--- src/rtl/sad_accum_pipe_pkg.sv ---
// sad_accum_pipe_pkg: shared defaults, FSM state type and arithmetic helpers for the SAD accumulator
// Package motion_est_pkg: PIX_W_DEF/ACC_W_DEF defaults, sad_state_t, absdiff(), clog2()
package motion_est_pkg;
    localparam int PIX_W_DEF = 8;
    localparam int ACC_W_DEF = 16;

    typedef enum logic {IDLE, ACCUM} sad_state_t;

    // Unsigned |a-b|: larger minus smaller, so no two's-complement wrap.
    function automatic logic [31:0] absdiff(input logic [31:0] a, input logic [31:0] b);
        return a > b ? a - b : b - a;
    endfunction

    function automatic int clog2(input int n);
        int r = 0;
        while ((1 << r) < n) r++;
        return r;
    endfunction
endpackage

--- src/rtl/sad_accum_pipe_if.sv ---
// sad_accum_pipe_if: beat input and block result bundle for sad_accum_pipe
// master drives in_valid/newDist/S1S2mux/R/S1/S2; slave drives out_valid/Accumulate/saturated/busy/best_sad/best_idx
interface sad_accum_pipe_if #(
    parameter int PIX_W = motion_est_pkg::PIX_W_DEF,
    parameter int LANES = 4,
    parameter int ACC_W = motion_est_pkg::ACC_W_DEF
);
    logic                   in_valid;
    logic                   newDist;
    logic                   S1S2mux;
    logic [LANES*PIX_W-1:0] R;
    logic [LANES*PIX_W-1:0] S1;
    logic [LANES*PIX_W-1:0] S2;
    logic                   out_valid;
    logic [ACC_W-1:0]       Accumulate;
    logic                   saturated;
    logic                   busy;
    logic [ACC_W-1:0]       best_sad;
    logic [15:0]            best_idx;

    modport master (
        output in_valid, newDist, S1S2mux, R, S1, S2,
        input  out_valid, Accumulate, saturated, busy, best_sad, best_idx
    );
    modport slave (
        input  in_valid, newDist, S1S2mux, R, S1, S2,
        output out_valid, Accumulate, saturated, busy, best_sad, best_idx
    );
endinterface

--- src/rtl/sad_accum_pipe_lane_tree.sv ---
// sad_lane_tree: combinational per-lane absolute difference summed across LANES lanes
// Ports: r, s (LANES*PIX_W packed pixels, lane i at [i*PIX_W +: PIX_W]); sum (SUM_W, full precision)
module sad_lane_tree
    import motion_est_pkg::*;
#(
    parameter int PIX_W = PIX_W_DEF,
    parameter int LANES = 4,
    parameter int SUM_W = PIX_W + clog2(LANES)
) (
    input  logic [LANES*PIX_W-1:0] r,
    input  logic [LANES*PIX_W-1:0] s,
    output logic [SUM_W-1:0]       sum
);
    always_comb begin
        sum = '0;
        for (int i = 0; i < LANES; i++)
            sum = sum + SUM_W'(absdiff(32'(r[i*PIX_W +: PIX_W]), 32'(s[i*PIX_W +: PIX_W])));
    end
endmodule

--- src/rtl/sad_accum_pipe.sv ---
// sad_accum_pipe: pipelined, saturating sum-of-absolute-differences accumulator over BLOCK_BEATS beats
// Ports: clock, reset (sync, active-high); bus (sad_accum_pipe_if.slave):
//   in:  in_valid, newDist (first beat of block), S1S2mux (1=S1, 0=S2), R, S1, S2
//   out: out_valid (1-cycle pulse), Accumulate, saturated, busy, best_sad, best_idx
// Optional: define MIN_TRACK_EN to track the minimum block SAD and its block ordinal since reset;
//   otherwise best_sad/best_idx are tied to 0.
module sad_accum_pipe
    import motion_est_pkg::*;
#(
    parameter int PIX_W       = PIX_W_DEF,
    parameter int LANES       = 4,
    parameter int ACC_W       = ACC_W_DEF,
    parameter int BLOCK_BEATS = 64
) (
    input logic             clock,
    input logic             reset,
    sad_accum_pipe_if.slave bus
);
    localparam int SW = PIX_W + clog2(LANES);
    localparam int XW = (ACC_W > SW ? ACC_W : SW) + 1;
    localparam int CW = clog2(BLOCK_BEATS) + 1;
    localparam logic [XW-1:0] ACC_MAX = (XW'(1) << ACC_W) - XW'(1);

    sad_state_t       state, state_n;
    logic [CW-1:0]    cnt, cnt_n;
    logic             accept, first, last;
    logic [SW-1:0]    lane_sum, s1_sum;
    logic             s1_valid, s1_first, s1_last;
    logic             s2_valid, s2_last;
    logic [ACC_W-1:0] acc;
    logic             sat, sat_n;
    logic [XW-1:0]    sum_x;

    sad_lane_tree #(.PIX_W(PIX_W), .LANES(LANES), .SUM_W(SW)) u_tree (
        .r  (bus.R),
        .s  (bus.S1S2mux ? bus.S1 : bus.S2),
        .sum(lane_sum)
    );

    always_ff @(posedge clock) begin
        if (reset) begin
            state <= IDLE;
            cnt   <= '0;
        end else begin
            state <= state_n;
            cnt   <= cnt_n;
        end
    end

    // newDist restarts a block from any state, which is also how an abort is handled.
    always_comb begin
        accept  = bus.in_valid && (state == ACCUM || bus.newDist);
        first   = accept && bus.newDist;
        last    = first ? (BLOCK_BEATS == 1) : accept && cnt == CW'(BLOCK_BEATS - 1);
        state_n = !accept ? state : first ? (BLOCK_BEATS > 1 ? ACCUM : IDLE) : last ? IDLE : ACCUM;
        cnt_n   = !accept ? cnt : first ? CW'(1) : last ? '0 : cnt + 1'b1;
    end

    // One extra bit of headroom detects overflow; the sticky bit keeps acc pinned once clipped.
    assign sum_x = (s1_first ? '0 : XW'(acc)) + XW'(s1_sum);
    assign sat_n = (sat && !s1_first) || sum_x > ACC_MAX;

    always_ff @(posedge clock) begin
        if (reset) begin
            s1_valid       <= 1'b0;
            s1_first       <= 1'b0;
            s1_last        <= 1'b0;
            s1_sum         <= '0;
            s2_valid       <= 1'b0;
            s2_last        <= 1'b0;
            acc            <= '0;
            sat            <= 1'b0;
            bus.out_valid  <= 1'b0;
            bus.Accumulate <= '0;
            bus.saturated  <= 1'b0;
        end else begin
            s1_valid      <= accept;
            s1_first      <= first;
            s1_last       <= last;
            s1_sum        <= lane_sum;
            s2_valid      <= s1_valid;
            s2_last       <= s1_valid && s1_last;
            bus.out_valid <= s2_last;
            if (s1_valid) begin
                acc <= sat_n ? '1 : sum_x[ACC_W-1:0];
                sat <= sat_n;
            end
            if (s2_last) begin
                bus.Accumulate <= acc;
                bus.saturated  <= sat;
            end
        end
    end

    assign bus.busy = state == ACCUM || s1_valid || s2_valid;

`ifdef MIN_TRACK_EN
    logic [15:0] blk_cnt;

    // Strict compare so a tie keeps the earlier block.
    always_ff @(posedge clock) begin
        if (reset) begin
            blk_cnt      <= '0;
            bus.best_sad <= '1;
            bus.best_idx <= '0;
        end else if (s2_last) begin
            blk_cnt <= blk_cnt + 16'd1;
            if (acc < bus.best_sad) begin
                bus.best_sad <= acc;
                bus.best_idx <= blk_cnt;
            end
        end
    end
`else
    assign bus.best_sad = '0;
    assign bus.best_idx = '0;
`endif
endmodule
--- src/flat_wrapper.sv ---
// flat-port wrapper written by rule: the top's interface ports become plain ports
module sad_accum_pipe_flat import motion_est_pkg::*;
#(
    parameter int PIX_W       = PIX_W_DEF,
    parameter int LANES       = 4,
    parameter int ACC_W       = ACC_W_DEF,
    parameter int BLOCK_BEATS = 64
)
  (clock, reset, bus_in_valid, bus_newDist, bus_S1S2mux, bus_R, bus_S1, bus_S2, bus_out_valid, bus_Accumulate, bus_saturated, bus_busy, bus_best_sad, bus_best_idx);
  sad_accum_pipe_if #(.PIX_W(PIX_W), .LANES(LANES), .ACC_W(ACC_W)) bus_i ();
  input logic clock;
  input logic reset;
  input wire logic [$bits(bus_i.in_valid)-1:0] bus_in_valid;
  input wire logic [$bits(bus_i.newDist)-1:0] bus_newDist;
  input wire logic [$bits(bus_i.S1S2mux)-1:0] bus_S1S2mux;
  input wire logic [$bits(bus_i.R)-1:0] bus_R;
  input wire logic [$bits(bus_i.S1)-1:0] bus_S1;
  input wire logic [$bits(bus_i.S2)-1:0] bus_S2;
  output wire logic [$bits(bus_i.out_valid)-1:0] bus_out_valid;
  output wire logic [$bits(bus_i.Accumulate)-1:0] bus_Accumulate;
  output wire logic [$bits(bus_i.saturated)-1:0] bus_saturated;
  output wire logic [$bits(bus_i.busy)-1:0] bus_busy;
  output wire logic [$bits(bus_i.best_sad)-1:0] bus_best_sad;
  output wire logic [$bits(bus_i.best_idx)-1:0] bus_best_idx;
  assign bus_i.in_valid = bus_in_valid;
  assign bus_i.newDist = bus_newDist;
  assign bus_i.S1S2mux = bus_S1S2mux;
  assign bus_i.R = bus_R;
  assign bus_i.S1 = bus_S1;
  assign bus_i.S2 = bus_S2;
  assign bus_out_valid = bus_i.out_valid;
  assign bus_Accumulate = bus_i.Accumulate;
  assign bus_saturated = bus_i.saturated;
  assign bus_busy = bus_i.busy;
  assign bus_best_sad = bus_i.best_sad;
  assign bus_best_idx = bus_i.best_idx;
  sad_accum_pipe #(.PIX_W(PIX_W), .LANES(LANES), .ACC_W(ACC_W), .BLOCK_BEATS(BLOCK_BEATS)) u_core (.clock(clock), .reset(reset), .bus(bus_i));
endmodule
--- config.mk ---
export PLATFORM = sky130hd
export DESIGN_NAME = sad_accum_pipe_flat
export DESIGN_NICKNAME = d
export VERILOG_FILES = /design/src/rtl/sad_accum_pipe_pkg.sv /design/src/rtl/sad_accum_pipe_if.sv /design/src/rtl/sad_accum_pipe_lane_tree.sv /design/src/rtl/sad_accum_pipe.sv /design/src/flat_wrapper.sv
export SDC_FILE = /design/constraint.sdc
export NUM_CORES = 1
export LEC_CHECK = 0
export CORE_AREA = 5 5 159 161
export DETAILED_ROUTE_END_ITERATION = 6
export DIE_AREA = 0 0 164 166
export HOLD_SLACK_MARGIN = 0.03
export MAX_ROUTING_LAYER = met4
export PLACE_DENSITY = 0.58
export REMOVE_ABC_BUFFERS = 1
export SYNTH_ARGS = -nofsm -noshare
export SYNTH_HDL_FRONTEND = slang
export SYNTH_SLANG_ARGS = --single-unit
--- constraint.sdc ---
create_clock -name clock -period 23.7 [get_ports clock]
set_input_delay 7.11 -clock clock [delete_from_list [all_inputs] [get_ports clock]]
set_output_delay 7.11 -clock clock [all_outputs]
set_load 0.01 [all_outputs]
==> After elaboration in Yosys (flattened, before gate mapping) <==
Cells that the tools add are included.
{ "totals": {"regBits": 58, "input_bits": 101} }
{ "classes": {"add_sub_neg": 13, "n_lt_le_gt_ge": 5, "eq_ne": 1, "muxes": 12, "reduce_logical": 10} }
{ "op_table": {"columns": ["operator", "n"], "rows": [
  ["$sub A8 B8 Y9", 8],
  ["$mux W10", 4],
  ["$gt A8 B8 Y1", 4],
  ["$mux W16", 2],
  ["$mux W32", 1],
  ["$add A10 B10 Y10", 3],
  ["$add A17 B10 Y17", 1],
  ["$gt A17 B16 Y1 const B", 1],
  ["$mux W7", 2],
  ["$add A7 B1 Y7 const B", 1],
  ["$eq A7 B6 Y1 const B", 1],
  ["$logic_and A1 B1 Y1", 5],
  ["$logic_or A1 B1 Y1", 4],
  ["$mux W1", 3],
  ["$logic_not A1 Y1", 1]
]} }

==> Depth between registers and ports, before layout <==
Gate-level depths: netlist (run 1).
{ "logic_depth": {"word_depth": 6, "ltp_mapped": 24, "mapped_depth_nobuf": 22} }

==> Cells and area by module <==
From an unflattened synthesis (run 1), not the netlist that was laid out.
{ "unflattened": {"cells_unflattened": 855, "area_unflattened_um2": 7051.8} }
{ "modules_own_cells": {"columns": ["module", "instances", "cells_per_inst", "area_per_inst_um2", "seq_area_each_um2"], "rows": [
  ["sad_lane_tree", 1, 479, 3641.0, 0.0],
  ["sad_accum_pipe", 1, 376, 3410.8, 1161.1]
]} }

==> Least setup slack after synthesis (run 1) <==
Ideal clock, no wire load.
{ "synth_path": {"kind": "in2reg", "from": "input bus_S1S2mux", "to": "register u_core.s1_sum[9]", "setup_time_ps": 121, "t_arrival_ps": 12639, "path_slack_ps": 10939, "path_stages": 23, "n_path_buf": 3, "cell_sequence": "clkbuf_1 buf_1 mux2i_1 inv_1 ha_1 nor2b_1 o21ai_0 a21oi_1 or4_1 buf_6 nand2_1 mux2i_1 fa_1 inv_1 fa_1 ha_1 fa_1 a21oi_1 o211ai_1 o41ai_1 xnor2_1 nor2b_1 mux2_4"} }
{ "synth_between": {"elab_chain_cells": 6, "elab_cells_between_ends": 20, "classes_between": "add/sub (11); order compare (4); mux (5)"} }
{ "synth_lines": {"columns": ["element", "line_no", "source"], "rows": [
  ["from (decl)", "flat_wrapper.sv:15", "input wire logic [$bits(bus_i.S1S2mux)-1:0] bus_S1S2mux;"],
  ["$mux W32 *", "sad_accum_pipe.sv:36", ".s (bus.S1S2mux ? bus.S1 : bus.S2),"],
  ["$sub A8 B8 Y9 or $gt A8 B8 Y1 (tied branches)", "sad_accum_pipe_pkg.sv:11", "return a > b ? a - b : b - a;"],
  ["$mux W10", "sad_accum_pipe_pkg.sv:11", null],
  ["$add A10 B10 Y10 (2 in series)", "sad_accum_pipe_lane_tree.sv:17", "sum = sum + SUM_W'(absdiff(32'(r[i*PIX_W +: PIX_W]), 32'(s[i*PIX_W +: PIX_W])));"],
  ["$add A10 B10 Y10 *", "sad_accum_pipe_lane_tree.sv:17", null],
  ["to (signal assigned)", "sad_accum_pipe.sv:80", "s1_sum <= lane_sum;"],
  ["to (decl)", "sad_accum_pipe.sv:27", "logic [SW-1:0] lane_sum, s1_sum;"]
]} }
Every way passes the cells marked *; elsewhere a longest branch is shown, timed or not.
A chain may end at the register's enable or synchronous reset.

==> Worst setup path after layout (run 1) <==
Same ends and word-level chain as after synthesis.

==> key figures, run 1 <==
Run status
  – Result of the run: completed

Timing
  – Worst slew margin relative to its limit: 0.224
  – Final critical-path share of the clock period: 0.550
  – Final clock skew: 5.36 ps
  – Setup TNS: 0 ps
  – Final number of max-transition violations: 0
  – Unrepaired setup endpoints after global routing: no
  – Total of endpoints with negative setup slack in the final report: 0
  – Final Hold Fails: 0
  – Fmax: 0.0767 GHz
  – Worst slew pin tran: 1160 ps
  – Final worst path period need: 13030 ps

Worst setup path
  – CP Data Required Time: 23910 ps
  – Arrival time at the worst endpoint: 13240 ps
  – Setup slack of the worst register-to-register path: 20460 ps
  – Number of cells traversed by the worst register-to-register path: 8
  – Crit path launch type: primary input
  – Kind of capture point of the worst setup path: flop
  – Worst-path maximum fanout: 32
  – Worst flop-to-flop path startpoint: u_core.s1_first
  – R2R Path End: u_core.acc[11]
  – Type of the worst setup path: primary input to flop

Hold path
  – Cell depth of the worst hold path: 1
  – Path category of the worst min-delay check: flop to flop
  – Endpoint with the worst hold slack: u_core.s2_last
  – Hold path start: u_core.s1_last

Floorplan
  – Floorplan Core Area: 23800 um2
  – Die height: 166 um
  – Die Footprint: 27200 um2
  – Io pins: 152
  – Starting Density: 0.294
  – Row cnt: 57
  – Die X-Extent: 164 um

Detailed routing
  – Detailed-routing iteration count for the pre-antenna-repair pass: 4
  – Antenna-violating nets left: 0
  – Total wire length: 16000 um
  – Count of vias placed by the detailed router: 5902
  – Via count normalized by instance count: 4.56
  – Number of remaining DRC errors: 0
  – DRC marker count from the first detailed-route iteration: 233
  – Routed length per instance: 12.4 um

Synthesis
  – Yosys warning total: 0
  – Synth Cell Area: 7010 um2
  – Cell type with the largest total area after synthesis: dfxtp_1
  – Post-synthesis cell type count: 61
  – Area share of the largest cell type after synthesis: 0.166
  – EDFF count, synth: 0
  – Number of synthesized register bits: 58
  – Most frequently used flop master after synthesis: dfxtp_1
  – Most frequent cells after synthesis: 117 x inv_1, 84 x ha_1, 77 x nor2_1, 70 x mux2i_1, 58 x dfxtp_1
  – Seq/Total Area, Yosys: 0.166
  – Synthesized area divided by synthesized cell count: 8.12 um2
  – Synthesized instance count: 864
  – Most area-consuming cells after synthesis: dfxtp_1 17%, ha_1 15%, mux2i_1 10%, fa_1 7.7%, inv_1 6.3%
  – Most common cell in the netlist: inv_1
  – Asr flop ratio synth: 0

Placed design
  – HPWL after DPL: 13300 um
  – Final RePlAce weighted congestion: 0.881
  – Port bufs: 119

Clock tree
  – Clk Latency, worst-skew pair: 320 ps
  – Num CTS Buffers: 9
  – Sinks on the clock net: 58
  – Setup bufs post-CTS: 0
  – TritonCTS clock tree: done
  – Clk root buf: clkbuf_16
  – Max H-tree Level: 3
  – Number of buffers added to fix hold violations after cts: 0
  – Total of cells resized after clock tree synthesis: 0
  – Clock Path Buffers: 2
  – Clock transition time at the flip-flop clock pins of the worst setup and hold paths: 50 ps

Final layout
  – Area growth, synth to finish: 23.4%
  – # diodes: 0
  – Filler cell count: 2565
  – Number of nets in the layout: 1177
  – Share of post-route cells with drive strength above 1: 0.0320

Pwr
  – Static leakage: 4.01 nW
  – Largest vdd supply drop: 0.0000586 V
  – Post-layout total power: 0.689 mW
  – Pwr/cell area: 79.6 nW/um2

GRT
  – First-pass GRT wire length: 26400 um
  – All-layer global routing usage: 0.118
  – Number of global-route vias before repair: 5545
  – Number of antenna violations at the first check in global routing: 0
  – Largest net degree at the start of global routing: 58
  – Final global-route overflow total: 0

Job
  – # Max-Cap Violations: 0
[report_power, final]
group | switching [mW] | internal (mW)
sequential | 0.00529 | 0.110
combinational | 0.235 | 0.207
clock | 0.0421 | 0.0891
total | 0.283 | 0.406
[sequential cells by signal, indices dropped and copies added (netlist names)]
name                   flops
u_core.acc                16
u_core.bus.out_valid       1
u_core.s2_valid            1
u_core.s2_last             1
u_core.s1_last             1
u_core.state               1
u_core.bus.saturated       1
u_core.s1_sum             10
u_core.cnt                 7
u_core.bus.Accumulate     16
u_core.s1_first            1
u_core.sat                 1
u_core.s1_valid            1
[worst max-delay path, stage by stage]
cell and delay, ps:
buf_2 70, buf_4 460, mux2i_1 420, inv_1 140, ha_1 330, nor2b_1 130, o21ai_0 200, o21ai_0 140
a21oi_1 900, mux2i_1 210, xnor2_1 290, fa_1 490, fa_1 540, inv_1 70, fa_1 460, a21oi_1 200
o211ai_1 150, o41ai_1 330, xnor2_1 150, nor2b_1 140, mux2_4 280
[logic make-up (layout without fill, tap and decap cells)]
family	count (synthesis)	count (layout)	synth area share
xor gates and xnor gates	34	34	0.0425
muxes	72	72	0.104
other	1	32	0.000535
AOI/OAI and AO/OA	203	203	0.199
and+or+nand+nor	206	206	0.144
DFF	58	58	0.166
buffers and inverters	179	253	0.117
adders and majority gates	111	111	0.227
[cells in the final DEF (no fill, tap or decap), types with 32 or more instances in the layout]
cell type / netlist / routed
inv_1: 117 / 117
clkdlybuf4s50_1: 0 / 117
ha_1: 84 / 84
nor2_1: 77 / 77
mux2i_1: 70 / 70
dfxtp_1: 58 / 58
a21oi_1: 51 / 51
o21ai_0: 33 / 33
nand2_1: 32 / 32
conb_1: 1 / 32
[routing by layer]
metal  share of wire  vias to the layer above  global-route usage  wire (um)
met5               0                        -                   -          0
met4          0.0088                        0              0.0197        140
met2            0.49                       93               0.199       7880
li1                -                     3100                   -          -
met3           0.032                        9              0.0159        513
met1            0.47                     2700               0.153       7460
[through the flow]
stage | util | instance area, um2 | cells | hold WS, ps | setup slack, ps
after floorplan | - | 6750 | 833 | 406 | 11590
after global placement | 0.350 | 8350 | 1278 | 412 | 10430
after detailed placement | 0.350 | 8350 | 1278 | 415 | 10290
after CTS | 0.363 | 8650 | 1293 | 427 | 10630
after global routing | 0.363 | 8650 | 1293 | 441 | 10210
final | 0.363 | 8650 | 1293 | 422 | 10670
[final cells by class]
| class | count | area (um2) | share of cell area |
|---|---|---|---|
| Clock buffer | 13 | 270 | 0.0312 |
| Clock inverter | 2 | 35.0 | 0.00405 |
| Inverter | 117 | 439 | 0.0508 |
| Multi-Input combinational cell | 658 | 5150 | 0.595 |
| Sequential cell | 58 | 1160 | 0.134 |
| Tap cell | 324 | 405 | 0.0468 |
| Timing Repair Buffer | 121 | 1200 | 0.138 |
[how the worst max path moves through the flow]
stage                     start               end  slack, ps  cells after the start
finish              bus_S1S2mux  u_core.s1_sum[9]      10670                     21
global route        bus_S1S2mux  u_core.s1_sum[9]      10210                     21
CTS                 bus_S1S2mux  u_core.s1_sum[9]      10630                     21
detailed placement  bus_S1S2mux  u_core.s1_sum[9]      10290                     21
global placement    bus_S1S2mux  u_core.s1_sum[9]      10430                     21
floorplan           bus_S1S2mux  u_core.s1_sum[9]      11590                     19
(Power assumes the default switching activity.)
==> inputs of run 2 (changes only) <==
--- a/config.mk
+++ b/config.mk
@@ -10,7 +10,7 @@
 export DIE_AREA = 0 0 164 166
 export HOLD_SLACK_MARGIN = 0.03
 export MAX_ROUTING_LAYER = met4
-export PLACE_DENSITY = 0.58
+export PLACE_DENSITY = 0.6
 export REMOVE_ABC_BUFFERS = 1
 export SYNTH_ARGS = -nofsm -noshare
 export SYNTH_HDL_FRONTEND = slang
==> constraint.sdc (replaced) <==
create_clock -name clock -period 10.85 [get_ports clock]
set_input_delay 3.255 -clock clock [delete_from_list [all_inputs] [get_ports clock]]
set_output_delay 3.255 -clock clock [all_outputs]
set_load 0.01 [all_outputs]
==> key figures, run 2 (synthesis results as in run 1) <==
Clock tree
  – Sinks on the clock net: 58 (unchanged)
  – Num CTS Buffers: 9 (unchanged)
  – Number of buffers added to fix hold violations after cts: 0 (unchanged)
  – Clock Path Buffers: 2 (unchanged)
  – Clock transition time at the flip-flop clock pins of the worst setup and hold paths: 50 ps (about the same)
  – Clk root buf: clkbuf_16 (unchanged)
  – Clk Latency, worst-skew pair: 330 ps (was 320 ps)
  – Max H-tree Level: 3 (unchanged)
  – Total of cells resized after clock tree synthesis: 0 (unchanged)
  – TritonCTS clock tree: done (unchanged)
  – Setup bufs post-CTS: 0 (unchanged)

Detailed routing
  – Routed length per instance: 12.9 um (was 12.4 um)
  – Number of remaining DRC errors: 0 (unchanged)
  – Via count normalized by instance count: 4.63 (was 4.56)
  – DRC marker count from the first detailed-route iteration: 337 (was 233)
  – Total wire length: 16600 um (was 16000 um)
  – Detailed-routing iteration count for the pre-antenna-repair pass: 5 (was 4)
  – Count of vias placed by the detailed router: 5994 (was 5902)
  – Antenna-violating nets left: 0 (unchanged)

Placed design
  – HPWL after DPL: 13600 um (was 13300 um)
  – Placed Instance Area: 8360 um2 (was 8350 um2)
  – Port bufs: 119 (unchanged)
  – Final RePlAce weighted congestion: 0.884 (was 0.881)

Worst setup path
  – Type of the worst setup path: primary input to flop (unchanged)
  – Arrival time at the worst endpoint: 8990 ps (was 13240 ps)
  – CP Data Required Time: 11070 ps (was 23910 ps)
  – Kind of capture point of the worst setup path: flop (unchanged)
  – Number of cells traversed by the worst register-to-register path: 8 (unchanged)
  – Worst flop-to-flop path startpoint: u_core.s1_first (unchanged)
  – Setup slack of the worst register-to-register path: 7500 ps (was 20460 ps)
  – Worst-path maximum fanout: 19 (was 32)
  – R2R Path End: u_core.acc[11] (unchanged)
  – Crit path launch type: primary input (unchanged)

Final layout
  – Share of post-route cells with drive strength above 1: 0.0350 (was 0.0320)
  – Post-Layout Inst Area: 8690 um2 (was 8650 um2)
  – Largest registers in the final layout: u_core.acc x16, u_core.bus.Accumulate x16, u_core.s1_sum x10 (unchanged)
  – Number of nets in the layout: 1178 (was 1177)
  – Area growth, synth to finish: 24.0% (was 23.4%)
  – # diodes: 0 (unchanged)
  – Share of the core filled with cells in the final layout: 0.365 (was 0.363)
  – Most frequent cells in the layout: 117 x inv_1, 117 x clkdlybuf4s50_1, 84 x ha_1 (unchanged)

GRT
  – Number of antenna violations at the first check in global routing: 0 (unchanged)
  – All-layer global routing usage: 0.123 (was 0.118)
  – Number of global-route vias before repair: 5878 (was 5545)
  – First-pass GRT wire length: 27800 um (was 26400 um)
  – Final global-route overflow total: 0 (unchanged)
  – Largest net degree at the start of global routing: 58 (unchanged)

Run status
  – Result of the run: completed (unchanged)

Timing
  – Final number of max-transition violations: 0 (unchanged)
  – Setup TNS: 0 ps (unchanged)
  – Final critical-path share of the clock period: 0.809
  – Worst slew margin relative to its limit: 0.281 (was 0.224)
  – Unrepaired setup endpoints after global routing: no (unchanged)
  – Final worst path period need: 8770 ps
  – Fmax: 0.114 GHz
  – Total of endpoints with negative setup slack in the final report: 0 (unchanged)
  – Final Hold Fails: 0 (unchanged)
  – Worst slew pin tran: 1080 ps (was 1160 ps)
  – Final clock skew: 4.73 ps (was 5.36 ps)

Floorplan
  – Starting Density: 0.294 (unchanged)
  – Io pins: 152 (unchanged)
  – Die X-Extent: 164 um (unchanged)
  – Die height: 166 um (unchanged)
  – Die Footprint: 27200 um2 (unchanged)
  – Row cnt: 57 (unchanged)
  – Floorplan Core Area: 23800 um2 (unchanged)

Hold path
  – Cell depth of the worst hold path: 1 (unchanged)
  – Hold path start: u_core.s1_last (unchanged)
  – Endpoint with the worst hold slack: u_core.s2_last (unchanged)
  – Path category of the worst min-delay check: flop to flop (unchanged)

Job
  – # Max-Cap Violations: 0 (unchanged)

Pwr
  – Pwr/cell area: 177 nW/um2 (was 79.6 nW/um2)
  – Largest vdd supply drop: 0.000132 V (was 0.0000586 V)
  – Static leakage: 4.03 nW (was 4.01 nW)
[run 2: changes by cell type in the layout (fill, tap and decap cells not counted)]
cell / delta
buf_4: +1
bufinv_16: +1
clkbuf_1: -1
clkinvlp_4: +1
[run 2: critical path, cell delays in order]
cell      delay [ps]
buf_2            370
buf_4            420
mux2i_1          380
inv_1            140
ha_1             330
nor2b_1          140
o21ai_0          220
o21ai_0          150
a21oi_1          140
buf_4            210
mux2i_1          240
xnor2_1          190
fa_1             490
fa_1             540
inv_1             60
fa_1             450
a21oi_1          200
o211ai_1         140
o41ai_1          340
xnor2_1          140
nor2b_1          140
mux2_4           280
[run 2: final cells by class]
cell class	instances	area, um2
fillers	2546	15100
multi-input cells	658	5150
repair buffers	122	1200
flip-flops and latches	58	1160
inverters	117	439
well taps	324	405
clock buffers	12	267
clock inverters	4	72.6
[run 2: where the power goes]
part / internal (mW) / leakage, nW / switching (mW)
Combinational: 0.453 / 3.39 / 0.518
Clock: 0.219 / 0.165 / 0.0949
Sequential: 0.240 / 0.473 / 0.0122
Total: 0.912 / 4.03 / 0.625
[run 2: how the worst max path moves through the flow]
stage	cells after the start	from	slack, ps	end
2_1_floorplan	19	bus_S1S2mux	2600	u_core.s1_sum[9]
4_1_cts	22	bus_S1S2mux	2010	u_core.s1_sum[9]
6_report	22	bus_S1S2mux	2080	u_core.s1_sum[9]
5_1_grt	22	bus_S1S2mux	1420	u_core.s1_sum[9]
3_5_place_dp	21	bus_S1S2mux	1680	u_core.s1_sum[9]
3_3_place_gp	21	bus_S1S2mux	1790	u_core.s1_sum[9]
[run 2: stage by stage]
stage	cells	power (mW)	worst slack, ps	hold WS, ps
after floorplan	833	1.03	2600	406
after global placement	1279	1.22	1790	413
after detailed placement	1279	1.23	1680	416
after CTS	1295	1.55	2010	446
after global routing	1295	1.72	1420	451
final	1295	1.54	2080	441
[run 2: metal layers]
metal | vias up | part of all wire | routed length (um) | global-route usage
li1 | 3108 | - | - | -
met1 | 2736 | 0.46 | 7610 | 0.157
met2 | 128 | 0.49 | 8110 | 0.206
met3 | 22 | 0.037 | 610 | 0.0132
met4 | 0 | 0.019 | 320 | 0.0368
met5 | - | 0 | 0 | -
